==> src/rtl/operand_debounce_if.sv <==
`default_nettype none
// ============================================================================
//  Module   : operand_debounce_if
//  Purpose  : Raw switch/button inputs and conditioned operand outputs.
//  Revision : 1.0 - initial release
// ============================================================================
interface operand_debounce_if;
   logic       Sw0, Sw1, Sw2, Sw3, Sw4, Sw5, Sw6, Sw7;
   logic       Btn0;
   logic       Btn1;
   logic [3:0] OpX;
   logic [3:0] OpY;
   logic       Cin;
   logic       Load;
   logic [7:0] SwDeb;

   modport master (
      output Sw0, Sw1, Sw2, Sw3, Sw4, Sw5, Sw6, Sw7, Btn0, Btn1,
      input  OpX, OpY, Cin, Load, SwDeb
   );

   modport slave (
      input  Sw0, Sw1, Sw2, Sw3, Sw4, Sw5, Sw6, Sw7, Btn0, Btn1,
      output OpX, OpY, Cin, Load, SwDeb
   );
endinterface
`default_nettype wire

==> src/rtl/operand_debounce.sv <==
`default_nettype none
// ============================================================================
//  Module   : operand_debounce
//  Purpose  : Synchronize/debounce 8 switches + 2 buttons; capture operands.
//  Revision : 1.0 - initial release
// ============================================================================
module operand_debounce #(
   parameter int DEB_CYCLES = 1000000,
   parameter int CNT_W      = 20
) (
   input  logic              Clk,
   input  logic              Rst_n,
   operand_debounce_if.slave bus
);
   localparam int               c_nch      = 10;
   localparam logic [CNT_W-1:0] c_cnt_last = CNT_W'(DEB_CYCLES - 1);
   localparam logic [CNT_W-1:0] c_cnt_one  = CNT_W'(1);

   logic [c_nch-1:0] w_raw;
   logic [c_nch-1:0] w_deb;
   logic [1:0]       r_btn_q;
   logic             w_load_press;
   logic             w_cin_press;
   logic [3:0]       r_opx;
   logic [3:0]       r_opy;
   logic             r_cin;
   logic             r_load;

   // Channels 0..7 are Sw0..Sw7, channel 8 is Btn0, channel 9 is Btn1.
   assign w_raw = {bus.Btn1, bus.Btn0, bus.Sw7, bus.Sw6, bus.Sw5,
                   bus.Sw4,  bus.Sw3,  bus.Sw2, bus.Sw1, bus.Sw0};

   generate
      for (genvar gi = 0; gi < c_nch; gi++) begin : g_chan
         logic             r_s1;
         logic             r_s2;
         logic             r_deb;
         logic [CNT_W-1:0] r_cnt;

         // Any sample agreeing with the current level restarts the count.
         always_ff @(posedge Clk or negedge Rst_n) begin
            if (!Rst_n) begin
               r_s1  <= 1'b0;
               r_s2  <= 1'b0;
               r_deb <= 1'b0;
               r_cnt <= '0;
            end else begin
               r_s1 <= w_raw[gi];
               r_s2 <= r_s1;
               if (r_s2 == r_deb) begin
                  r_cnt <= '0;
               end else if (r_cnt == c_cnt_last) begin
                  r_deb <= r_s2;
                  r_cnt <= '0;
               end else begin
                  r_cnt <= r_cnt + c_cnt_one;
               end
            end
         end

         assign w_deb[gi] = r_deb;
      end
   endgenerate

   assign w_load_press = w_deb[8] & ~r_btn_q[0];
   assign w_cin_press  = w_deb[9] & ~r_btn_q[1];

   always_ff @(posedge Clk or negedge Rst_n) begin
      if (!Rst_n) begin
         r_btn_q <= 2'b00;
         r_opx   <= 4'h0;
         r_opy   <= 4'h0;
         r_cin   <= 1'b0;
         r_load  <= 1'b0;
      end else begin
         r_btn_q <= w_deb[9:8];
         r_load  <= w_load_press;
         if (w_load_press) begin
            r_opx <= w_deb[3:0];
            r_opy <= w_deb[7:4];
         end
         if (w_cin_press) begin
            r_cin <= ~r_cin;
         end
      end
   end

   assign bus.OpX   = r_opx;
   assign bus.OpY   = r_opy;
   assign bus.Cin   = r_cin;
   assign bus.Load  = r_load;
   assign bus.SwDeb = w_deb[7:0];
endmodule
`default_nettype wire

==> src/flat_wrapper.sv <==
// flat-port wrapper written by rule: the top's interface ports become plain ports
module operand_debounce_flat 
#(
   parameter int DEB_CYCLES = 1000000,
   parameter int CNT_W      = 20
)
  (Clk, Rst_n, bus_Sw0, bus_Sw1, bus_Sw2, bus_Sw3, bus_Sw4, bus_Sw5, bus_Sw6, bus_Sw7, bus_Btn0, bus_Btn1, bus_OpX, bus_OpY, bus_Cin, bus_Load, bus_SwDeb);
  operand_debounce_if bus_i ();
  input  logic Clk;
  input  logic Rst_n;
  input wire logic [$bits(bus_i.Sw0)-1:0] bus_Sw0;
  input wire logic [$bits(bus_i.Sw1)-1:0] bus_Sw1;
  input wire logic [$bits(bus_i.Sw2)-1:0] bus_Sw2;
  input wire logic [$bits(bus_i.Sw3)-1:0] bus_Sw3;
  input wire logic [$bits(bus_i.Sw4)-1:0] bus_Sw4;
  input wire logic [$bits(bus_i.Sw5)-1:0] bus_Sw5;
  input wire logic [$bits(bus_i.Sw6)-1:0] bus_Sw6;
  input wire logic [$bits(bus_i.Sw7)-1:0] bus_Sw7;
  input wire logic [$bits(bus_i.Btn0)-1:0] bus_Btn0;
  input wire logic [$bits(bus_i.Btn1)-1:0] bus_Btn1;
  output wire logic [$bits(bus_i.OpX)-1:0] bus_OpX;
  output wire logic [$bits(bus_i.OpY)-1:0] bus_OpY;
  output wire logic [$bits(bus_i.Cin)-1:0] bus_Cin;
  output wire logic [$bits(bus_i.Load)-1:0] bus_Load;
  output wire logic [$bits(bus_i.SwDeb)-1:0] bus_SwDeb;
  assign bus_i.Sw0 = bus_Sw0;
  assign bus_i.Sw1 = bus_Sw1;
  assign bus_i.Sw2 = bus_Sw2;
  assign bus_i.Sw3 = bus_Sw3;
  assign bus_i.Sw4 = bus_Sw4;
  assign bus_i.Sw5 = bus_Sw5;
  assign bus_i.Sw6 = bus_Sw6;
  assign bus_i.Sw7 = bus_Sw7;
  assign bus_i.Btn0 = bus_Btn0;
  assign bus_i.Btn1 = bus_Btn1;
  assign bus_OpX = bus_i.OpX;
  assign bus_OpY = bus_i.OpY;
  assign bus_Cin = bus_i.Cin;
  assign bus_Load = bus_i.Load;
  assign bus_SwDeb = bus_i.SwDeb;
  operand_debounce #(.DEB_CYCLES(DEB_CYCLES), .CNT_W(CNT_W)) u_core (.Clk(Clk), .Rst_n(Rst_n), .bus(bus_i));
endmodule
==> config.mk <==
export PLATFORM = sky130hd
export DESIGN_NAME = operand_debounce_flat
export DESIGN_NICKNAME = d
export VERILOG_FILES = /design/src/rtl/operand_debounce_if.sv /design/src/rtl/operand_debounce.sv /design/src/flat_wrapper.sv
export SDC_FILE = /design/constraint.sdc
export NUM_CORES = 1
export LEC_CHECK = 0
export CAP_MARGIN = 10
export CORE_ASPECT_RATIO = 0.5
export CORE_UTILIZATION = 55
export CTS_CLUSTER_DIAMETER = 50
export DETAILED_ROUTE_END_ITERATION = 8
export PLACE_DENSITY = 0.79
export SYNTH_ARGS = -nofsm -noshare
export SYNTH_HDL_FRONTEND = slang
export SYNTH_SLANG_ARGS = --single-unit
export TNS_END_PERCENT = 1
==> constraint.sdc <==
create_clock -name Clk -period 3.1 [get_ports Clk]
set_clock_uncertainty 0.1 [all_clocks]
set_input_delay 0.93 -clock Clk [delete_from_list [all_inputs] [get_ports Clk]]
set_output_delay 0.93 -clock Clk [all_outputs]
set_load 0.005 [all_outputs]
==> results.md <==
* Status: completed
* TritonCTS Sinks at around 240
* Clock Pin Slew Worst Setup and Hold Paths at ~0.070 ns
* Startpoint types: flop
* Initial antenna violation count at 0
* Vias at 8263
* H-tree Lvls at 1
* R2R cell count at 5
* Final slew viol count at 0
* Core outline area at around 20000 um2
* Fmax at slightly below 400 MHz
* DRT iter0 DRCs at 454
* Worst Path Buf+Inv at 1
* Asr flop ratio synth at 1.00
* Leak Pwr at roughly 5.1 nW
* Post-CTS Resized at 0
* Nets at approximately 1200
* Clk buf depth at 3
* Most common cell in the netlist: dfrtp_1
* Design Area, Final at 12700 um2
* Setup violations, final at 0
* Grt ovf at 0
* RSZ-0062 raised after global routing: no
* Flops & latches, synth at roughly 240
* Top post-synthesis cells by count: dfrtp_1, nor2_1, nand3_1
* # diodes at 0
* CP delay by family, top: buffers and inverters
* I/O Buffers at 29
* Vias in the first global route at 7990
* Hold path start: u_core.g_chan[1].r_s1
* Fill cells at 1493
* Max-Cap Viols at 0
* Hpwl dp at ~14000 um
* Residual DRC count at 0
* Most used DFF post-synth: dfrtp_1
* Clock root buffer: clkbuf_16
* Hold buffer count at cts at 0
* Ports at 30
* Setup Buffers After CTS at 0
* Tmin final at 2.53 ns
* Post-synth EDFFs at 0
* DRT antenna net count at 0
* Die X at around 210 um
* Hold slack at approximately 0.25 ns
* Critical path's slowest cell: clkdlybuf4s50_1
* Cell taking the most area after synthesis: dfrtp_1
* Req. time, crit path at around 2.1 ns
* WS Path Type: reg -> out
* Placer Congestion at just over 0.8
* Share of post-route cells with drive strength above 1 at 0.0791
* WL/cell at between 10 and 15 um
* CTS tree: built
* Post-synthesis net count at between 1000 and 1500
* Peak supply drop at approximately 0.27 mV
* Fin crit share at 0.817
* DRT Wirelength at ~21000 um
* Post-synthesis cell type count at 43
* Area post-placement at 12000 um2
* Reg2reg end: u_core.g_chan[9].r_cnt[16]
* Critical path, cell by cell: clkdlybuf4s50_1
* Kind of end point of the critical path: primary output
* Num CTS Buffers at 22
* Total Die Area at around 21000 um2
* Mapped Cells at about 1100
* Power per standard cell area at ~490 nW/um2
* Post-Syn Area at 11400 um2
* Row count at 36
* GRT Resource Usage Total at 0.202
* Worst skew pair latency at between 0.5 and 0.6 ns
* CP max FO at 4
* FF-to-FF Start: u_core.g_chan[9].r_cnt[17]
* Worst Hold End: u_core.g_chan[1].r_s2
* Via-per-instance ratio at between 5 and 6
* Slew @ Worst Pin at roughly 0.73 ns
* Max incr delay on CP at ~0.54 ns
* Slew headroom at 0.513
* Largest cells by area after synthesis: dfrtp_1, xnor2_1, nor2_1, xor2_1, nand3_1
* Register area share after synthesis at 0.529
* Setup slack, reg-to-reg at ~0.75 ns
* Synth top area share at 0.529
* Hold Path Class: reg -> reg
* DR pass1 iterations at 5
* Global-route wire length before repair at 36400 um
* YS warnings at 0
* Final Hold Fails at 0
* Worst Setup SP: u_core.g_chan[7].r_deb
* Setup TNS at 0 ns
* WP data arrival at 1.50 ns
* Die height at 104 um
* Syn Area/Cell at just over 10 um2
* Hold Crit Depth at 0
* Largest net degree at the start of global routing at 75
* Initial Util at 0.575
* Area growth from synthesis to layout at 11.1%
==> worst register-to-register path: stages, from the launching register on <==
cell,delay [ns]
dfrtp_1,0.39
nand3_1,0.12
or4b_2,0.69
o31ai_2,0.56
buf_4,0.30
a21oi_1,0.06
==> per-layer routing <==
layer	global-route usage	share of wire
met3	0.0363	0.032
met5	0	0
met1	0.275	0.47
met2	0.339	0.49
met4	0.0410	0.013
==> worst max path at each step <==
stage / cells after the start / slack (ns) / end
6_report: 1 / 0.57 / bus_SwDeb[7]
5_1_grt: 1 / 0.49 / bus_SwDeb[7]
4_1_cts: 1 / 0.55 / bus_SwDeb[7]
3_5_place_dp: 5 / 0.77 / u_core.g_chan[9].r_cnt[19]
3_3_place_gp: 5 / 0.87 / u_core.g_chan[9].r_cnt[19]
2_1_floorplan: 4 / 0.93 / u_core.g_chan[1].r_deb
==> logic make-up (layout without fill, tap and decap cells) <==
| group | after synthesis | after routing | share of synthesized area |
|---|---|---|---|
| and+or+nand+nor | 521 | 521 | 0.241 |
| DFF | 242 | 242 | 0.529 |
| xor gates and xnor gates | 133 | 133 | 0.102 |
| AOI/OAI and AO/OA | 124 | 124 | 0.0641 |
| buffers and inverters | 84 | 124 | 0.0333 |
| muxes | 21 | 21 | 0.0203 |
| adders and majority gates | 10 | 10 | 0.0109 |
==> per-stage QoR <==
step | util | std cells | worst slack, ns | power, mW
after global routing | 0.639 | 1441 | 0.494 | 6.40
after floorplan | - | 1135 | 0.934 | 3.39
after global placement | 0.602 | 1401 | 0.871 | 3.50
final | 0.639 | 1441 | 0.567 | 6.18
after CTS | 0.639 | 1441 | 0.549 | 6.25
after detailed placement | 0.602 | 1401 | 0.766 | 3.51
==> cell type report <==
type                            count  area [um2]  area share
Sequential cell                   242        6060       0.476
Multi-Input combinational cell    809        5020       0.395
Clock buffer                       35         681      0.0535
Timing Repair Buffer               42         418      0.0329
Tap cell                          266         333      0.0262
Inverter                           42         158      0.0124
Clock inverter                      5        50.0     0.00394
==> flip-flops by register name, summed over array words and instances, names as in the netlist <==
name and count:
u_core.bus.OpX 4, u_core.g_chan.r_s1 10, u_core.r_btn_q 2, u_core.g_chan.r_deb 10, u_core.bus.Load 1, u_core.bus.OpY 4, u_core.g_chan.r_cnt 200, u_core.g_chan.r_s2 10
u_core.bus.Cin 1
==> where the power goes <==
part	switching, mW	total, mW	internal [mW]	leakage, nW
Sequential	0.0448	3.25	3.20	3.31
Combinational	0.137	0.202	0.0648	1.41
Clock	1.14	2.73	1.59	0.363
Total	1.32	6.18	4.86	5.09
==> placed cells by master (no fill, tap or decap), drive strengths merged, types with 34 or more instances in the layout <==
cell / count
nand2: 53
xnor2: 74
clkbuf: 35
nand3: 78
dfrtp: 242
nand4: 44
or3: 34
xor2: 59
or4: 39
inv: 42
o21ai: 39
a21oi: 56
nor2: 163
(Power assumes the default switching activity.)
==> RTL edit 1 (config.mk and constraints unchanged) <==
Compare `r_cnt` against `c_cnt_last` with >= in place of ==.
--- a/src/rtl/operand_debounce.sv
+++ b/src/rtl/operand_debounce.sv
@@ -49,7 +49,7 @@
                r_s2 <= r_s1;
                if (r_s2 == r_deb) begin
                   r_cnt <= '0;
-               end else if (r_cnt == c_cnt_last) begin
+               end else if (r_cnt >= c_cnt_last) begin
                   r_deb <= r_s2;
                   r_cnt <= '0;
                end else begin
Formal check against the unedited RTL: no difference found for any inputs over 10 cycles, from zero or initial values and one cycle with Rst_n low; that may be too few to reach the edited logic, so the function may still have changed.
==> RTL edit 1 against the unedited design <==
- synthesized cell count decreased by 2.5%
- design area decreased by 1.2%
- die area decreased by 1.6%
- sequential cell count unchanged
- area after synthesis decreased by 1.6%
- setup slack improved by 0.0067 ns
- routed wire length decreased by 2.7%
- highest routed layer unchanged
- clock power increased by 6%
- non-clock buffer count decreased by 5
- total power increased by 2.4%
- cell count decreased by 1.4%
- largest power group unchanged
==> RTL edit 1: results (changes against the unedited design) <==
largest net degree at the start of global routing -> 82 (was 75)
Lkg Pwr -> 5.45 nW (was 5.09 nW)
vias in the first global route -> 7700 (was 7990)
Period minus WS final -> 2.53 ns (about the same)
status -> finished, final reports clean (unchanged)
RD Place Congestion -> 0.831 (was 0.818)
Worst R2R End -> u_core.g_chan[1].r_cnt[5] (was u_core.g_chan[9].r_cnt[16])
via density per instance -> 5.48 (was 5.73)
initial antenna violation count -> 0 (unchanged)
DP Area -> 11800 µm² (was 12000 µm²)
measured slew at the worst slew-check pin -> 0.837 ns (was 0.731 ns)
worst reg2reg path depth -> 6 (was 5)
DR pass1 iterations -> 4 (was 5)
FILL cells -> 1581 (was 1493)
min-delay src -> u_core.g_chan[4].r_s1 (was u_core.g_chan[1].r_s1)
DRT iter0 DRCs -> 413 (was 454)
FF-to-FF setup slack -> 0.81 ns (was 0.75 ns)
most frequent cells after synthesis -> dfrtp_1 (242), nor2_1 (242), xor2_1 (115), nand3_1 (84), nand2_1 (72) (was dfrtp_1 (242), nor2_1 (161), nand3_1 (75), xnor2_1 (74), xor2_1 (59))
origin of the critical flop-to-flop path -> u_core.g_chan[1].r_cnt[0] (was u_core.g_chan[9].r_cnt[17])
Post-Syn Nets -> 1129 (was 1157)
ratio of cells with drive above 1 in the final layout -> 6.93% (was 7.91%)
Unique masters post-synth -> 53 (was 43)
ranking of synthesized cells by area -> dfrtp_1 (54%), xor2_1 (8.9%), nor2_1 (8.1%), xnor2_1 (5.3%), nand3_1 (3.7%) (was dfrtp_1 (53%), xnor2_1 (5.7%), nor2_1 (5.3%), xor2_1 (4.5%), nand3_1 (3.3%))
dpl hpwl -> 13100 µm (was 14000 µm)
final WL -> 20200 µm (was 20700 µm)
Post-route DRC -> 0 (unchanged)
share of the yosys chip area belonging to registers -> 53.8% (was 52.9%)
first-pass GRT wire length -> 34700 µm (was 36400 µm)
==> RTL edit 1: changes by cell type after synthesis, moves of 19 or more <==
cell / delta
nor2_1: +81
xor2_1: +56
a21oi_1: -49
or3_1: -32
inv_1: -24
nor4_1: -22
nand2_1: +19
o31ai_1: -21
or4_1: -33
==> RTL edit 1: logic make-up (layout without fill, tap and decap cells) <==
logic type | Yosys count | count (layout) | synth area share, %
AO/OA/AOI/OAI | 73 | 73 | 4.55
XOR/XNOR | 183 | 183 | 14.2
adder cells (fa/ha/maj) | 10 | 10 | 1.11
buffers and inverters | 46 | 94 | 2.30
flip-flops | 242 | 242 | 53.8
multiplexers | 18 | 18 | 1.80
AND/OR/NAND/NOR | 535 | 535 | 22.2
==> RTL edit 1: metal layers <==
| layer | track usage [%] | up-vias | share of wire, % |
|---|---|---|---|
| met5 | 0 | - | 0 |
| met4 | 4.19 | 0 | 1.5 |
| met3 | 3.76 | 26 | 3.1 |
| met2 | 35.5 | 107 | 49 |
| met1 | 25.9 | 3841 | 47 |
| li1 | - | 3808 | - |
==> RTL edit 1: power groups by stage <==
stage	Clock (W)	Combinational, W	Sequential (W)
after detailed placement	0	0.000200	0.00330
final	0.00289	0.000195	0.00324
after global routing	0.00308	0.000228	0.00324
after floorplan	0	0.000101	0.00329
after global placement	0	0.000193	0.00330
after CTS	0.00297	0.000203	0.00324
==> RTL edit 1: how the worst max path moves through the flow <==
stage / from / end / cells past startpoint
6_report: u_core.g_chan[6].r_deb / bus_SwDeb[6] / 1
5_1_grt: u_core.g_chan[6].r_deb / bus_SwDeb[6] / 1
4_1_cts: u_core.g_chan[6].r_deb / bus_SwDeb[6] / 1
3_5_place_dp: u_core.g_chan[1].r_cnt[0] / u_core.g_chan[1].r_cnt[6] / 6
3_3_place_gp: u_core.g_chan[1].r_cnt[0] / u_core.g_chan[1].r_cnt[16] / 6
2_1_floorplan: u_core.g_chan[1].r_cnt[0] / u_core.g_chan[1].r_cnt[10] / 8
==> RTL edit 1: stage by stage <==
stage / total power (W) / util (%) / setup WS, ns / cells
global placement: 0.00349 / 59.6 / 0.991 / 1382
global route: 0.00655 / 63.5 / 0.522 / 1421
detailed placement: 0.00350 / 59.6 / 0.836 / 1382
CTS: 0.00641 / 63.5 / 0.558 / 1421
finish: 0.00633 / 63.5 / 0.574 / 1421
floorplan: 0.00339 / - / 1.24 / 1107
==> RTL edit 1: layout make-up <==
cell class                 count  share of cell area [%]
clock inverter                 8                    1.17
timing repair buffer          37                    3.03
tap                          266                    2.65
clock buffer                  31                    4.98
sequential                   242                    48.2
multi-input combinational    819                    39.4
inverter                      18                   0.538
==> RTL edit 2 (config.mk and constraints unchanged) <==
Without the edit above. `CNT_W` is set to 20 in 2 places; all go to 30.
--- a/src/rtl/operand_debounce.sv
+++ b/src/rtl/operand_debounce.sv
@@ -6,7 +6,7 @@
 // ============================================================================
 module operand_debounce #(
    parameter int DEB_CYCLES = 1000000,
-   parameter int CNT_W      = 20
+   parameter int CNT_W      = 30
 ) (
    input  logic              Clk,
    input  logic              Rst_n,
--- a/src/flat_wrapper.sv
+++ b/src/flat_wrapper.sv
@@ -2,7 +2,7 @@
 module operand_debounce_flat 
 #(
    parameter int DEB_CYCLES = 1000000,
-   parameter int CNT_W      = 20
+   parameter int CNT_W      = 30
 )
   (Clk, Rst_n, bus_Sw0, bus_Sw1, bus_Sw2, bus_Sw3, bus_Sw4, bus_Sw5, bus_Sw6, bus_Sw7, bus_Btn0, bus_Btn1, bus_OpX, bus_OpY, bus_Cin, bus_Load, bus_SwDeb);
   operand_debounce_if bus_i ();
Function: same outputs for any inputs over 10 cycles, from zero or initial values and one cycle with Rst_n low; that may be too few to reach the edited logic, so the function may still have changed.
==> RTL edit 2 against the unedited design <==
- the flow now finishes with violations (DRC)
- total power grew 43%
- routed wire length grew 48%
- register-to-register slack is essentially flat
- global-route usage grew 0.93 points
- via count grew 42%
- design area grew 43%
- sequential share of layout area shrank 0.71 points
- setup slack lost 0.0097 ns
- sequential cell count grew 100
- area after synthesis grew 44%
- sequential power grew 40%
- non-clock buffer count is the same
==> RTL edit 2: results (changes against the unedited design) <==
most frequent cells after synthesis -> nor2_1 (367), dfrtp_1 (342), xnor2_1 (146), xor2_1 (141), nand3_1 (111) (was dfrtp_1 (242), nor2_1 (161), nand3_1 (75), xnor2_1 (74), xor2_1 (59))
FILL cells -> 2331 (was 1493)
Worst IR Drop VDD -> 276 µV (was 274 µV)
total CTS buffers -> 34 (was 22)
clock slew seen by the registers of the worst setup and hold paths -> 0.06 ns
initial antenna violation count -> 0 (unchanged)
dpl hpwl -> 19700 µm (was 14000 µm)
IO buf count -> 29 (unchanged)
H-Tree Depth -> 2 (was 1)
Syn Area/Cell -> 9.87 µm² (was 10.1 µm²)
number of flip-flops in the largest register -> 300 (was 200)
critical path data arrival time -> 1.51 ns
min-delay src -> u_core.g_chan[9].r_s1 (was u_core.g_chan[1].r_s1)
RD Place Congestion -> 0.812 (was 0.818)
Post-route DRC -> 6 (was 0)
internal power -> 0.00686 W (was 0.00486 W)
routed vias -> 11715 (was 8263)
Min-Delay Path Class -> register to register (unchanged)
crit path launch -> u_core.g_chan[4].r_deb (was u_core.g_chan[7].r_deb)
cts repair resizes -> 0 (unchanged)
Unique masters post-synth -> 37 (was 43)
ranking of synthesized cells by area -> dfrtp_1 (52%), nor2_1 (8.3%), xnor2_1 (7.7%), xor2_1 (7.5%), nand4_1 (3.6%) (was dfrtp_1 (53%), xnor2_1 (5.7%), nor2_1 (5.3%), xor2_1 (4.5%), nand3_1 (3.3%))
status -> finished with violations (was finished, final reports clean)
measured slew at the worst slew-check pin -> 0.771 ns (was 0.731 ns)
share of the yosys chip area belonging to registers -> 51.8% (was 52.9%)
GRT Resource Usage Total -> 21.1% (was 20.2%)
ratio of cells with drive above 1 in the final layout -> 6.73% (was 7.91%)
Layout Cells excl Fill -> 2101 (was 1441)
crit-path max FO -> 4 (unchanged)
CTS root buffer -> clkbuf_16 (unchanged)
Lkg Pwr -> 7.58 nW (was 5.09 nW)
clk_lat worst skew -> 0.53 ns (was 0.51 ns)
vias in the first global route -> 11296 (was 7990)
max_cap viols -> 0 (unchanged)
DR pass1 iterations -> 7 (was 5)
origin of the critical flop-to-flop path -> u_core.g_chan[0].r_cnt[15] (was u_core.g_chan[9].r_cnt[17])
share of flip-flops with an asynchronous set or reset -> 100% (unchanged)
CP top delay family -> buffers and inverters (unchanged)
largest net degree at the start of global routing -> 74 (was 75)
DRT iter0 DRCs -> 938 (was 454)
failing checks -> DRC
Biggest register -> u_core.g_chan.r_cnt (unchanged)
Yosys warning total -> 0 (unchanged)
final WL -> 30800 µm (was 20700 µm)
nets@finish -> 1711 (was 1181)
Worst path slowest cell -> clkdlybuf4s50_1 (unchanged)
Placed Cells -> 2044 (was 1401)
first-pass GRT wire length -> 54500 µm (was 36400 µm)
crit-path max cell delay -> 0.58 ns (was 0.54 ns)
-- RTL edit 2: changes by cell type after synthesis, sizes merged, moves of 52 or more --
cell | before | now
a21oi | 56 | 4
dfrtp | 242 | 342
nand4 | 44 | 96
nor2 | 163 | 368
xnor2 | 74 | 146
xor2 | 59 | 141
-- RTL edit 2: final cells by class --
| class | instances | area, µm² | area share [%] |
|---|---|---|---|
| Sequential cell | 342 | 8560 | 46.9 |
| Inverter | 35 | 131 | 0.720 |
| Multi-Input combinational cell | 1234 | 7510 | 41.2 |
| Timing Repair Buffer | 42 | 493 | 2.70 |
| Clock buffer | 50 | 972 | 5.33 |
| Tap cell | 391 | 489 | 2.68 |
| Clock inverter | 7 | 88.8 | 0.487 |
-- RTL edit 2: stage by stage --
step	power (W)	setup slack [ns]	hold WS, ns	area, µm²	utilization (%)
after floorplan	0.00474	1.22	0.231	16500	-
after global placement	0.00488	0.836	0.233	17200	58.8
after detailed placement	0.00489	0.775	0.236	17200	58.8
after CTS	0.00891	0.535	0.249	18200	62.4
after global routing	0.00915	0.465	0.258	18200	62.4
final	0.00882	0.557	0.248	18200	62.4
-- RTL edit 2: cell families after synthesis --
group,Yosys count,share of synthesized area [%]
compound gates,7,0.212
xor+xnor,287,15.2
fa+ha+maj,10,0.758
buf+inv,97,2.66
flops,342,51.8
mux,18,1.23
simple gates,912,28.1
-- RTL edit 2: power by group through the flow --
stage,clock (W),sequential (W),combinational (W)
3_5_place_dp,0,0.00463,0.000265
3_3_place_gp,0,0.00463,0.000259
4_1_cts,0.00410,0.00454,0.000266
2_1_floorplan,0,0.00462,0.000117
5_1_grt,0.00430,0.00455,0.000300
6_report,0.00402,0.00455,0.000256
-- RTL edit 2: path summary, 6_finish.rpt --
path	endpoint	slack (ns)	depth (start not counted)
setup / recovery	bus_SwDeb[4]	0.56	1
setup reg to reg	u_core.g_chan[0].r_cnt[17]	0.75	5
max in group asynchronous	u_core.g_chan[5].r_cnt[2]	1.88	2
min in group asynchronous	u_core.g_chan[3].r_cnt[18]	0.29	1
hold / removal	u_core.g_chan[9].r_s2	0.25	0
hold reg to reg	u_core.g_chan[9].r_s2	0.25	0
-- RTL edit 2: per-layer routing --
layer | GRT usage, % | up-vias | routed length, µm
li1 | - | 5725 | -
met1 | 31.2 | 5714 | 14900
met2 | 32.2 | 230 | 14100
met3 | 3.92 | 46 | 1280
met4 | 5.30 | 0 | 507
met5 | 0 | - | 0
